**src/rtl/exec_wb_unit.sv**
```systemverilog
// Execute/write-back stage: single-cycle ALU ops plus an iterative shift-add multiplier.
// Define EXEC_WB_ZERO_REG_EN to suppress the write strobe for results aimed at register 0.
module exec_wb_unit #(
  parameter int DATA_W   = 32,
  parameter int REG_AW   = 5,
  parameter int MUL_STEP = 1
) (
  input  logic              clk,
  input  logic              reset,
  input  logic              issue_valid,
  output logic              issue_ready,
  input  logic [2:0]        op,
  input  logic [REG_AW-1:0] rd,
  input  logic [DATA_W-1:0] opa,
  input  logic [DATA_W-1:0] opb,
  output logic              wb_en,
  output logic [REG_AW-1:0] wb_reg,
  output logic [DATA_W-1:0] wb_data,
  output logic              busy,
  output logic [0:0]        state_dbg
);

  localparam int N     = DATA_W / MUL_STEP;
  localparam int CNT_W = (N > 1) ? $clog2(N) : 1;
  localparam int SH_W  = $clog2(DATA_W);

  localparam logic [0:0] ST_IDLE = 1'b0;
  localparam logic [0:0] ST_MUL  = 1'b1;

  localparam logic [2:0] OP_ADD = 3'b000;
  localparam logic [2:0] OP_SUB = 3'b001;
  localparam logic [2:0] OP_AND = 3'b010;
  localparam logic [2:0] OP_OR  = 3'b011;
  localparam logic [2:0] OP_XOR = 3'b100;
  localparam logic [2:0] OP_SLT = 3'b101;
  localparam logic [2:0] OP_MUL = 3'b110;
  localparam logic [2:0] OP_SLL = 3'b111;

`ifdef EXEC_WB_ZERO_REG_EN
  localparam bit ZERO_REG_EN = 1'b1;
`else
  localparam bit ZERO_REG_EN = 1'b0;
`endif

  // Handshake: a request transfers on a rising edge where issue_valid and
  // issue_ready are both high; issue_ready depends only on the state flop.
  logic [0:0]        state;
  logic [DATA_W-1:0] mcand;
  logic [DATA_W-1:0] mplier;
  logic [DATA_W-1:0] acc;
  logic [DATA_W-1:0] pp;
  logic [DATA_W-1:0] alu_res;
  logic [REG_AW-1:0] mul_rd;
  logic [CNT_W-1:0]  cnt;
  logic              accept;
  logic              alu_wr_ok;
  logic              mul_wr_ok;

  assign issue_ready = (state == ST_IDLE);
  assign busy        = (state == ST_MUL);
  assign state_dbg   = state;
  assign accept      = issue_valid & issue_ready;
  assign alu_wr_ok   = !(ZERO_REG_EN && (rd == '0));
  assign mul_wr_ok   = !(ZERO_REG_EN && (mul_rd == '0));

  always_comb begin
    alu_res = '0;
    case (op)
      OP_ADD:  alu_res = opa + opb;
      OP_SUB:  alu_res = opa - opb;
      OP_AND:  alu_res = opa & opb;
      OP_OR:   alu_res = opa | opb;
      OP_XOR:  alu_res = opa ^ opb;
      OP_SLT:  alu_res = {{(DATA_W-1){1'b0}}, ($signed(opa) < $signed(opb))};
      OP_SLL:  alu_res = opa << opb[SH_W-1:0];
      default: alu_res = '0;
    endcase
  end

  // mcand is pre-shifted every step, so this partial product is already aligned to acc.
  always_comb begin
    pp = '0;
    for (int i = 0; i < MUL_STEP; i++) begin
      if (mplier[i]) pp = pp + (mcand << i);
    end
  end

  always_ff @(posedge clk or negedge reset) begin
    if (!reset) begin
      state   <= ST_IDLE;
      wb_en   <= 1'b0;
      wb_reg  <= '0;
      wb_data <= '0;
      mcand   <= '0;
      mplier  <= '0;
      acc     <= '0;
      cnt     <= '0;
      mul_rd  <= '0;
    end else begin
      wb_en <= 1'b0;
      case (state)
        ST_IDLE: begin
          if (accept) begin
            if (op == OP_MUL) begin
              mcand  <= opa;
              mplier <= opb;
              acc    <= '0;
              cnt    <= '0;
              mul_rd <= rd;
              state  <= ST_MUL;
            end else begin
              wb_en   <= alu_wr_ok;
              wb_reg  <= rd;
              wb_data <= alu_res;
            end
          end
        end
        ST_MUL: begin
          acc    <= acc + pp;
          mcand  <= mcand << MUL_STEP;
          mplier <= mplier >> MUL_STEP;
          cnt    <= cnt + 1'b1;
          if (cnt == CNT_W'(N - 1)) begin
            wb_en   <= mul_wr_ok;
            wb_reg  <= mul_rd;
            wb_data <= acc + pp;
            state   <= ST_IDLE;
          end
        end
        default: state <= ST_IDLE;
      endcase
    end
  end

endmodule

```
**config.mk**
```make
export PLATFORM = sky130hd
export DESIGN_NAME = exec_wb_unit
export DESIGN_NICKNAME = d
export VERILOG_FILES = /design/src/rtl/exec_wb_unit.sv
export SDC_FILE = /design/constraint.sdc
export NUM_CORES = 1
export LEC_CHECK = 0
export ABC_AREA = 1
export ABC_CLOCK_PERIOD_IN_PS = 2400
export BUFFER_PORTS_ARGS = -buffer_cell sky130_fd_sc_hd__clkbuf_2
export CAP_MARGIN = 15
export CORE_MARGIN = 2
export CORE_UTILIZATION = 41
export CTS_BUF_LIST = sky130_fd_sc_hd__clkbuf_4
export CTS_CLUSTER_DIAMETER = 80
export DETAILED_ROUTE_END_ITERATION = 7
export PLACE_DENSITY = 0.64
export SLEW_MARGIN = 20
export SYNTH_ARGS = -nofsm -noshare
export SYNTH_HDL_FRONTEND = slang
export SYNTH_SLANG_ARGS = --single-unit
export TNS_END_PERCENT = 5
```
**constraint.sdc**
```tcl
create_clock -name clk -period 2.4 [get_ports clk]
set_input_delay 0.24 -clock clk [delete_from_list [all_inputs] [get_ports clk]]
set_output_delay 0.24 -clock clk [all_outputs]
set_load 0.005 [all_outputs]
```
Word level (Yosys, flattened, before mapping)

Index checks and enable logic that the tools add are counted.

Equal/unequal tests: 12
Reductions and logical operators: 4
Shifts and indexed selects: 1
Add/subtract/negate cells: 4
Mux-type cells: 30
Magnitude comparators: 1
Bitwise operators: 5

Operators by type and width:

| operator            | count |
|---|---|
| $mux 32             | 10 |
| $pmux 32 s2         | 4 |
| $pmux 32 s7         | 1 |
| $add 32x32->32      | 2 |
| $and 32x32->32      | 1 |
| $lt 32x32->1        | 1 |
| $or 32x32->32       | 1 |
| $shl 32x5->32       | 1 |
| $sub 32x32->32      | 1 |
| $xor 32x32->32      | 1 |
| $mux 5              | 5 |
| $pmux 5 s2          | 2 |
| $eq 3x3->1 const B  | 4 |
| $eq 3x2->1 const B  | 2 |
| $mux 1              | 6 |
| $ne 2x1->1 const B  | 3 |
| $reduce_and 3->1    | 2 |
| $add 5x1->5 const B | 1 |
| $eq 5x5->1 const B  | 1 |
| $pmux 1 s2          | 2 |
| $eq 3x1->1 const B  | 1 |
| $logic_not 3->1     | 1 |
| $ne 2x2->1 const B  | 1 |
| $reduce_and 2->1    | 1 |
| other kinds (2)     | 2 |

Output and inout port bits: 41
Flip-flop bits (word level): 145
Logic and storage cells: 66

Depth between registers and ports, before layout

Gate-level depths: netlist of run 1.

Word-level depth: 5
Mapped depth: 18
Depth with buffers taken out: 17

Worst setup path after synthesis of run 1

No wires, ideal clock.

Kind: register to register
Start point: register mplier[0]
End point: register wb_data[30]
Data arrival time: 2.119 ns
Required time: 2.327 ns
Cell stages (with the launch flop): 17
Library setup time: 0.073 ns
Path slack: 0.208 ns
Cell sequence: dfrtp_1 -> clkbuf_1 -> clkbuf_1 -> nand2_1 -> inv_1 -> ha_1 -> nand2_1 -> nor2_1 -> nor3b_1 -> nand2_1 -> nand2_1 -> nand2_1 -> nand3_1 -> nand3_1 -> nand2_1 -> inv_1 -> a21oi_2

Cells in the longest elaborated chain, start to end: 4

Ends and longest elaborated chain:

| element                | line | text |
|---|---|---|
| start, declared        | 49   | `logic [DATA_W-1:0] mplier;` |
| start signal, assigned | 106  | `mplier <= opb;` |
| start signal, assigned | 121  | `mplier <= mplier >> MUL_STEP;` |
| $mux 32                | 84   | `if (mplier[i]) pp = pp + (mcand << i);` |
| $add 32x32->32         | 126  | `wb_data <= acc + pp;` |
| $mux 32                | 123  | `if (cnt == CNT_W'(N - 1)) begin` |
| $pmux 32 s2            | 101  | `case (state)` |
| end signal, assigned   | 114  | `wb_data <= alu_res;` |
| end signal, assigned   | 126  |  |
| end, declared          | 18   | `output logic [DATA_W-1:0] wb_data,` |

No other way between the ends. The select of a mux whose other input is x is not followed.
A chain may end at the register's enable or synchronous reset.

Final worst setup path of run 1

Start point: register mplier[0]
End point: register wb_data[28]

The elaborated chain is that of the path after synthesis.

==> flow_summary.json, run 1 <==
{
  "hpwl_mm": 59.1,
  "clock_skew_ps": 52.8,
  "syn_area_mm2": 0.0163,
  "syn_to_final_growth_pct": 36.6,
  "synth_top_family_by_area": "simple AND/OR/NAND/NOR gates",
  "cp_max_fo": 6,
  "synth_warnings": 0,
  "crit_path_start_kind": "register",
  "final_cell_area_mm2": 0.0223,
  "drtPass1Iterations": 8,
  "port_buffers": 115,
  "pin_count": 116,
  "synth_area_leaders": "dfrtp_1 22%, nand2_1 19%, ha_1 11%",
  "coreArea_mm2": 0.0395,
  "finalWorstSetupSlack_ps": -30.6,
  "critPathSlowestCell": "dfrtp_2",
  "yosys.area.top_type": "dfrtp_1",
  "drt_iter0_markers": 2044,
  "overflow": 0,
  "synth_xor_area_share_pct": 0.0537,
  "fin_crit_ps": 2430,
  "hold_path_class": "primary input to asynchronous set/reset pin",
  "slew_headroom_pct": 60.9,
  "switching_power_uw": 13400,
  "start_util_pct": 41.3,
  "ys_ff_latch": 145,
  "synth_fa_ha_area_share_pct": 11.6,
  "dpl-instance-area_mm2": 0.0198,
  "ys_async_sr_fraction_pct": 100,
  "ys.flop_type": "dfrtp_1",
  "crit_path_cell_trace": "clkbuf_16 -> nand2_2 -> inv_2 -> ha_4 -> buf_6 -> a21oi_4 -> o21ai_2 -> inv_1 -> nand2_1 -> a21oi_2 -> nand3_2 -> nand2_1 -> nor2_1 -> nor2_1 -> a21oi_1",
  "cts_sinks": 145,
  "dieArea_mm2": 0.0414,
  "worstMarginPinSlew_ps": 586,
  "cts_buffers": 17,
  "grt_max_degree": 53,
  "place.gp.congestion": 1.03,
  "die_h_um": 203,
  "grt_setup_unrepaired": "true",
  "routed_wirelength_mm": 76.1,
  "pre_cts_ws_ps": -285,
  "syn_avg_cell_area_um2": 5.99,
  "max_freq_mhz": 411,
  "clkTransAtPathRegs_ps": 170,
  "fin_crit_sh_pct": 101,
  "failed_checks": "design-rule violations, negative setup slack",
  "synthDistinctLibCells": 46,
  "h-tree-depth": 4,
  "die_x_um": 203,
  "path_class": "register to register",
  "status": "finished, violations left",
  "root_buffer": "clkbuf_4",
  "power.share.clock_pct": 8.0,
  "cp_num_buf_inv": 4,
  "antenna_found_initial": 2,
  "drive_gt1_share_pct": 25.0,
  "clock_latency_ps": 780,
  "grt_usage_pct": 35.8,
  "drv_cap": 0,
  "rows": 73,
  "synthMuxAreaShare_pct": 0,
  "vias": 20500,
  "crit_required_ps": 3030,
  "grt_pass1_wl_mm": 112,
  "powerDensity_mw_per_mm2": 1160,
  "final-hold-violation-count": 0,
  "clock_path_buffers": 2,
  "finalSetupViolations": 5,
  "synthTopCellsByCount": "825 x nand2_1, 406 x inv_1, 269 x nand3_1",
  "cts_tree": "built",
  "synth-compound-area-share_pct": 15.7,
  "grt_pass1_vias": 19500,
  "switching_share_pct": 51.8,
  "post_drt_wl_per_cell_um": 20.4,
  "synth-simple-area-share_pct": 37.2,
  "yosys.area.top_type_share_pct": 22.2,
  "ys_seq_area_share_pct": 22.2,
  "leakage_uw": 0.0118,
  "antenna_left": 0,
  "critPathMaxStageDelay_ps": 530,
  "endpoint_kind": "register",
  "crit_family": "compound AO/OA/AOI/OAI gates",
  "ir_worst_vdd_uv": 667,
  "seqPwrFrac_pct": 18.1,
  "fillers": 3891,
  "synthCells": 2724,
  "power.internal_uw": 12500,
  "nets": 3416,
  "synth-edff-count": 0,
  "drcViolationCount": 2,
  "synth.net_count": 2949,
  "via_per_inst": 5.49,
  "cp.arrival_ps": 3060,
  "pwr-share-comb_pct": 73.9,
  "maxSlewViolCount": 0,
  "synth_most_common_cell": "nand2_1"
}
[final timing paths]
check / slack [ps] / depth (start not counted) / from / to
setup / recovery: -30 / 15 / mplier[0] / wb_data[28]
max in group asynchronous: 2000 / 3 / reset / mcand[21]
hold reg to reg: 510 / 2 / mul_rd[1] / mul_rd[1]
setup reg to reg: -30 / 15 / mplier[0] / wb_data[28]
min in group clk: 160 / 5 / op[1] / wb_data[1]
hold / removal: 60 / 3 / reset / mcand[13]
[worst min-delay path: stages]
cell,delay (ps)
dlygate4sd3_1,550
buf_6,190
buf_12,230
[power groups by stage]
stage / Combinational [µW] / Sequential (µW) / Clock, µW
floorplan: 8590 / 4290 / 0
global placement: 14000 / 4520 / 0
detailed placement: 14200 / 4560 / 0
CTS: 14800 / 4530 / 2090
global route: 20700 / 4790 / 2190
finish: 19100 / 4690 / 2070
[cells by family after synthesis]
group / Yosys count
adders and majority gates: 150
xor gates and xnor gates: 1
AOI/OAI and AO/OA: 450
buffers and inverters: 527
DFF: 145
and+or+nand+nor: 1451
[routing by layer]
| layer | share of wire, % | global-route usage [%] | vias up |
|---|---|---|---|
| met5 | 0 | 0 | - |
| met4 | 4.5 | 14.7 | 0 |
| met3 | 8.8 | 6.46 | 189 |
| met2 | 45 | 56.6 | 922 |
| met1 | 42 | 48.0 | 9659 |
| li1 | - | - | 9722 |
[what timing repair did]
action | CTS | global route
gates cloned | 0 | 3
buffers inserted | 0 | 12
pin swaps | 4 | 76
hold buffers | 70 | 0
resized for setup | 40 | 283
setup endpoints to repair | 21 | 37
hold endpoints to repair | 219 | 0
[through the flow]
stage	total power, µW	util, %	hold WS [ps]	TNS, ps	instances
finish	25900	56.5	55.1	-68.8	3735
floorplan	12900	-	-55.6	0	2724
detailed placement	18800	50.3	220	-2840	3612
CTS	21500	53.3	19.9	-11.4	3714
global placement	18500	50.3	215	-2460	3612
global route	27700	56.5	50.7	-1650	3734
[cells in the final DEF, fill, tap and decap left out, drive strengths merged, types with 2 or more instances in the layout]
cell type	count
nor3	24
a21oi	203
clkbuf	133
ha	147
inv	425
o211ai	28
and3	3
fa	3
nand2	829
o21ai	96
clkinv	3
buf	373
a22o	3
nor4	3
nor2	277
o21a	4
a221oi	15
o2111ai	3
bufinv	3
and2	5
nand3b	10
nand4	25
nand3	272
a31oi	15
o21bai	8
diode	6
dfrtp	145
nor3b	2
o22ai	72
dlygate4sd3	69
[layout make-up]
cell class | count | area, µm² | share of cell area [%]
clock inverters | 15 | 211 | 0.949
flip-flops and latches | 145 | 3630 | 16.3
clock buffers | 17 | 128 | 0.573
repair buffers | 558 | 4330 | 19.4
multi-input cells | 2052 | 11700 | 52.7
inverters | 417 | 1570 | 7.05
well taps | 525 | 657 | 2.95
diodes | 6 | 15.0 | 0.0674
No activity file was read; power rests on OpenSTA's default activity.
==> run 2, diff against run 1 <==
--- a/config.mk
+++ b/config.mk
@@ -9,12 +9,13 @@
 export ABC_CLOCK_PERIOD_IN_PS = 2400
 export BUFFER_PORTS_ARGS = -buffer_cell sky130_fd_sc_hd__clkbuf_2
 export CAP_MARGIN = 15
-export CORE_MARGIN = 2
+export CELL_PAD_IN_SITES_DETAIL_PLACEMENT = 1
+export CELL_PAD_IN_SITES_GLOBAL_PLACEMENT = 1
 export CORE_UTILIZATION = 41
 export CTS_BUF_LIST = sky130_fd_sc_hd__clkbuf_4
 export CTS_CLUSTER_DIAMETER = 80
 export DETAILED_ROUTE_END_ITERATION = 7
-export PLACE_DENSITY = 0.64
+export PLACE_DENSITY = 0.84
 export SLEW_MARGIN = 20
 export SYNTH_ARGS = -nofsm -noshare
 export SYNTH_HDL_FRONTEND = slang
==> flow_summary.json, run 2 (synthesis gave the netlist of run 1 again) <==
{
  "powerDensity_mw_per_mm2": 1080,
  "final-hold-violation-count": 0,
  "hold_path_class": "primary input to asynchronous set/reset pin",
  "vias": 21100,
  "drive_gt1_share_pct": 19.4,
  "leakage_uw": 0.0113,
  "maxSlewViolCount": 0,
  "routed_wirelength_mm": 84.9,
  "cp_max_fo": 32,
  "switching_power_uw": 12400,
  "cts_tree": "built",
  "cts_sinks": 145,
  "h-tree-depth": 4,
  "place.gp.congestion": 1.00,
  "status": "finished, violations left",
  "cp.arrival_ps": 3310,
  "clock_latency_ps": 780,
  "finalSetupViolations": 11,
  "timing.rr.start": "mplier[0]",
  "grt_usage_pct": 42.1,
  "antenna_left": 0,
  "final_common_cell": "nand2_1",
  "power.share.clock_pct": 8.2,
  "power_uw": 22700,
  "antenna_found_initial": 4,
  "crit_path_cell_trace": "buf_12 -> nand2_1 -> inv_1 -> ha_4 -> a21oi_2 -> o21ai_0 -> buf_4 -> a21oi_1 -> nand2_2 -> nand2_2 -> nand2_1 -> nand2_1 -> nand3_1 -> nand2_1 -> inv_1 -> a21oi_4",
  "drt_iter0_markers": 1809,
  "clock_skew_ps": 56.2,
  "cts_buffers": 17,
  "root_buffer": "clkbuf_4",
  "drv_cap": 0,
  "layout_common_cells": "797 x nand2_1, 399 x inv_1, 319 x buf_4",
  "fillers": 5405,
  "multi_input_area_mm2": 0.0110,
  "finalWorstSetupSlack_ps": -211,
  "ir_worst_vdd_uv": 515,
  "clkTransAtPathRegs_ps": 190,
  "crit_required_ps": 3100,
  "grt_pass1_vias": 22000,
  "crit_start": "mplier[0]",
  "crit_path_start_kind": "register",
  "dieArea_mm2": 0.0406,
  "fin_crit_sh_pct": 109,
  "dp.cells": 3576,
  "failed_checks": "negative setup slack",
  "start_util_pct": 41.9,
  "worstMarginPinSlew_ps": 691,
  "seq_area_mm2": 0.00363,
  "port_buffers": 115,
  "critPathSlowestCell": "dfrtp_1",
  "via_per_inst": 5.72,
  "seqPwrFrac_pct": 20.7,
  "instances_no_fill": 3685,
  "syn_to_final_growth_pct": 29.0,
  "fin_crit_ps": 2610,
  "clock_path_buffers": 2,
  "pin_count": 116,
  "pre_cts_ws_ps": -290,
  "drtPass1Iterations": 5,
  "die_x_um": 201,
  "grt_pass1_wl_mm": 130,
  "grt_max_degree": 103,
  "path_class": "register to register",
  "critPathMaxStageDelay_ps": 410,
  "slew_headroom_pct": 53.8,
  "grt_setup_unrepaired": "true",
  "cp_num_buf_inv": 4,
  "endpoint_kind": "register",
  "power.internal_uw": 10400,
  "worst_path_most_repeated_cell": "nand2_1",
  "pwr-share-comb_pct": 71.1,
  "die_h_um": 201,
  "switching_share_pct": 54.4,
  "overflow": 0,
  "drcViolationCount": 0,
  "rows": 72,
  "post_drt_wl_per_cell_um": 23.0,
  "crit_family": "compound AO/OA/AOI/OAI gates",
  "nets": 3374,
  "max_freq_mhz": 383,
  "hpwl_mm": 64.3,
  "coreArea_mm2": 0.0389
}
run 2: layout make-up:
| class | count | area share, % |
|---|---|---|
| clock buffer | 21 | 0.749 |
| multi-input combinational | 2052 | 52.2 |
| timing repair buffer | 516 | 18.6 |
| tap | 518 | 3.08 |
| antenna | 5 | 0.0595 |
| inverter | 417 | 7.44 |
| sequential | 145 | 17.3 |
| clock inverter | 11 | 0.624 |
run 2: power groups by stage:
stage	combinational, µW	sequential [µW]	clock (µW)
floorplan	8590	4290	0
global placement	13300	4530	0
detailed placement	14000	4610	0
CTS	14900	4600	1850
global route	17600	4790	1960
finish	16100	4710	1870
run 2: stage by stage:
step	utilization (%)	area (µm²)	hold WS, ps	TNS [ps]
3_3_place_gp	50.3	19600	273	-1200
4_1_cts	53.5	20800	0.0293	-72.3
3_5_place_dp	50.3	19600	271	-3160
2_1_floorplan	-	16300	-55.6	0
5_1_grt	54.1	21000	9.06	-3370
6_report	54.1	21000	12.7	-647
run 2: layer usage:
layer	wire length [µm]	vias to the layer above	global-route usage, %
met1	35200	10300	53.3
met4	4740	2	21.0
met5	13	-	0
met3	6160	277	7.26
met2	38800	939	68.9
li1	-	9626	-
run 2: worst paths after layout:
path,end,cells past startpoint,slack (ps)
max reg2reg,wb_data[29],16,-210
min reg2reg,acc[29],2,500
min in group clk,mcand[9],4,20
min,wb_data[29],2,10
max in group asynchronous,wb_data[19],3,1590
max,wb_data[29],16,-210
run 2: repair_timing:
action,CTS,global route
hold endpoints to repair,218,0
gates resized for setup,59,60
endpoints found under the setup margin,21,37
hold buffers,71,0
pin swaps,0,10
setup buffers,0,1
==> run 3, diff against run 2 <==
--- a/config.mk
+++ b/config.mk
@@ -6,7 +6,7 @@
 export NUM_CORES = 1
 export LEC_CHECK = 0
 export ABC_AREA = 1
-export ABC_CLOCK_PERIOD_IN_PS = 2400
+export ABC_CLOCK_PERIOD_IN_PS = 3020
 export BUFFER_PORTS_ARGS = -buffer_cell sky130_fd_sc_hd__clkbuf_2
 export CAP_MARGIN = 15
 export CELL_PAD_IN_SITES_DETAIL_PLACEMENT = 1
==> constraint.sdc (replaced) <==
create_clock -name clk -period 3.02 [get_ports clk]
set_input_delay 0.302 -clock clk [delete_from_list [all_inputs] [get_ports clk]]
set_output_delay 0.302 -clock clk [all_outputs]
set_load 0.005 [all_outputs]
==> flow_summary.json, run 3 (synthesis gave the netlist of run 1 again) <==
{
  "grt_max_degree": 97,
  "drtPass1Iterations": 5,
  "crit_required_ps": 3540,
  "hold_path_class": "primary input to register",
  "powerDensity_mw_per_mm2": 849,
  "pin_count": 116,
  "worstMarginPinSlew_ps": 769,
  "die_h_um": 201,
  "final-hold-violation-count": 0,
  "ir_worst_vdd_uv": 544,
  "finalSetupViolations": 0,
  "clock_skew_ps": 22.2,
  "overflow": 0,
  "endpoint_kind": "register",
  "antenna_left": 0,
  "drt_iter0_markers": 1294,
  "setup_tns_ps": 0,
  "status": "complete, no violations",
  "drcViolationCount": 0,
  "dieArea_mm2": 0.0406,
  "rows": 72,
  "routed_wirelength_mm": 73.7,
  "cp.arrival_ps": 3310,
  "nets": 3040,
  "max_freq_mhz": 357,
  "seq_area_mm2": 0.00363,
  "drv_cap": 0,
  "maxSlewViolCount": 0,
  "start_util_pct": 41.9,
  "post_drt_wl_per_cell_um": 22.0,
  "hpwl_mm": 59.9,
  "ctsResizeCount": 0,
  "clock_latency_ps": 590,
  "place.gp.congestion": 0.981,
  "cts_buffers": 17,
  "port_buffers": 115,
  "via_per_inst": 5.73,
  "cts_sinks": 145,
  "grt_pass1_vias": 19400,
  "power_uw": 15200,
  "fillers": 5496,
  "syn_to_final_growth_pct": 9.59,
  "fin_crit_sh_pct": 92.7,
  "layout_common_cells": "824 x nand2_1, 405 x inv_1, 269 x nand3_1",
  "vias": 19200,
  "antenna_found_initial": 3,
  "drive_gt1_share_pct": 8.70,
  "slew_headroom_pct": 48.6,
  "cts_tree": "built",
  "grt_setup_unrepaired": "false",
  "coreArea_mm2": 0.0389,
  "h-tree-depth": 4,
  "crit_path_start_kind": "primary input",
  "cp_max_fo": 9,
  "path_class": "primary input to register",
  "die_x_um": 201,
  "final_util_pct": 45.9,
  "fin_crit_ps": 2800,
  "clkTransAtPathRegs_ps": 140,
  "clock_path_buffers": 2,
  "final_common_cell": "nand2_1",
  "multi_input_area_mm2": 0.0105,
  "grt_pass1_wl_mm": 113,
  "grt_usage_pct": 36.2,
  "leakage_uw": 0.00973,
  "root_buffer": "clkbuf_4"
}
==> run 3: cell count changes in the layout (fill, tap and decap cells not counted), moves of 15 or more <==
cell | previous run | this run
buf_4 | 319 | 53
dlygate4sd3_1 | 71 | 8
nand2_1 | 797 | 824
nand2_2 | 30 | 5
a21oi_1 | 181 | 200
a21oi_2 | 20 | 3
ha_1 | 131 | 147
nor2_1 | 250 | 266
o21ai_0 | 76 | 91
o21ai_1 | 20 | 5
==> run 3: area by class of cell <==
type / count / area share (%)
Inverter: 417 / 8.76
Tap cell: 518 / 3.63
Multi-Input combinational cell: 2052 / 59.0
Sequential cell: 145 / 20.3
Clock buffer: 19 / 0.798
Antenna cell: 3 / 0.0420
Clock inverter: 12 / 0.896
Timing Repair Buffer: 182 / 6.60
==> run 3: path summary, 6_finish.rpt <==
kind,startpoint,end,slack (ps),depth (start not counted)
max,opb[24],wb_data[29],220,18
min,opb[28],mplier[28],30,3
max reg2reg,mplier[0],wb_data[30],230,15
min reg2reg,acc[2],acc[2],500,2
max in group asynchronous,reset,wb_data[22],1810,3
min in group asynchronous,reset,wb_reg[1],230,2
==> run 3: repair_timing <==
| action | in CTS | in global routing |
|---|---|---|
| hold endpoints to repair | 79 | 0 |
| setup buffers | 0 | 0 |
| hold buffers | 8 | 0 |
==> run 3: per-layer routing <==
metal / track usage, % / wire [µm]
met4: 13.1 / 2460
met2: 59.6 / 34100
met1: 49.4 / 32400
met3: 3.09 / 4710
met5: 0 / 0
==> run 3: where the power goes <==
group / switching (µW) / internal, µW
Sequential: 731 / 2920
Clock: 790 / 592
Combinational: 6870 / 3270
==> run 3: critical path, cell delays in order <==
cell and delay (ps):
dlygate4sd3_1 540, clkbuf_2 120, inv_1 70, ha_1 600, inv_1 250, nand2_1 110, nand2_1 110, inv_1 90
nand2_1 80, nand2_1 60, nand2_1 50, a21oi_1 150, nand2_1 80, nand2_1 60, nand3_1 160, nand3_1 250
nand2_1 90, a21oi_1 140
==> run 3: stage by stage <==
stage | cells | setup WS [ps] | hold WS [ps] | area [µm²]
after global placement | 3306 | 159 | 349 | 17500
final | 3348 | 221 | 28.2 | 17900
after CTS | 3345 | 226 | 0.150 | 17900
after detailed placement | 3306 | 113 | 354 | 17500
after global routing | 3348 | 1.95 | 15.1 | 17900
after floorplan | 2724 | 828 | 6.41 | 16300
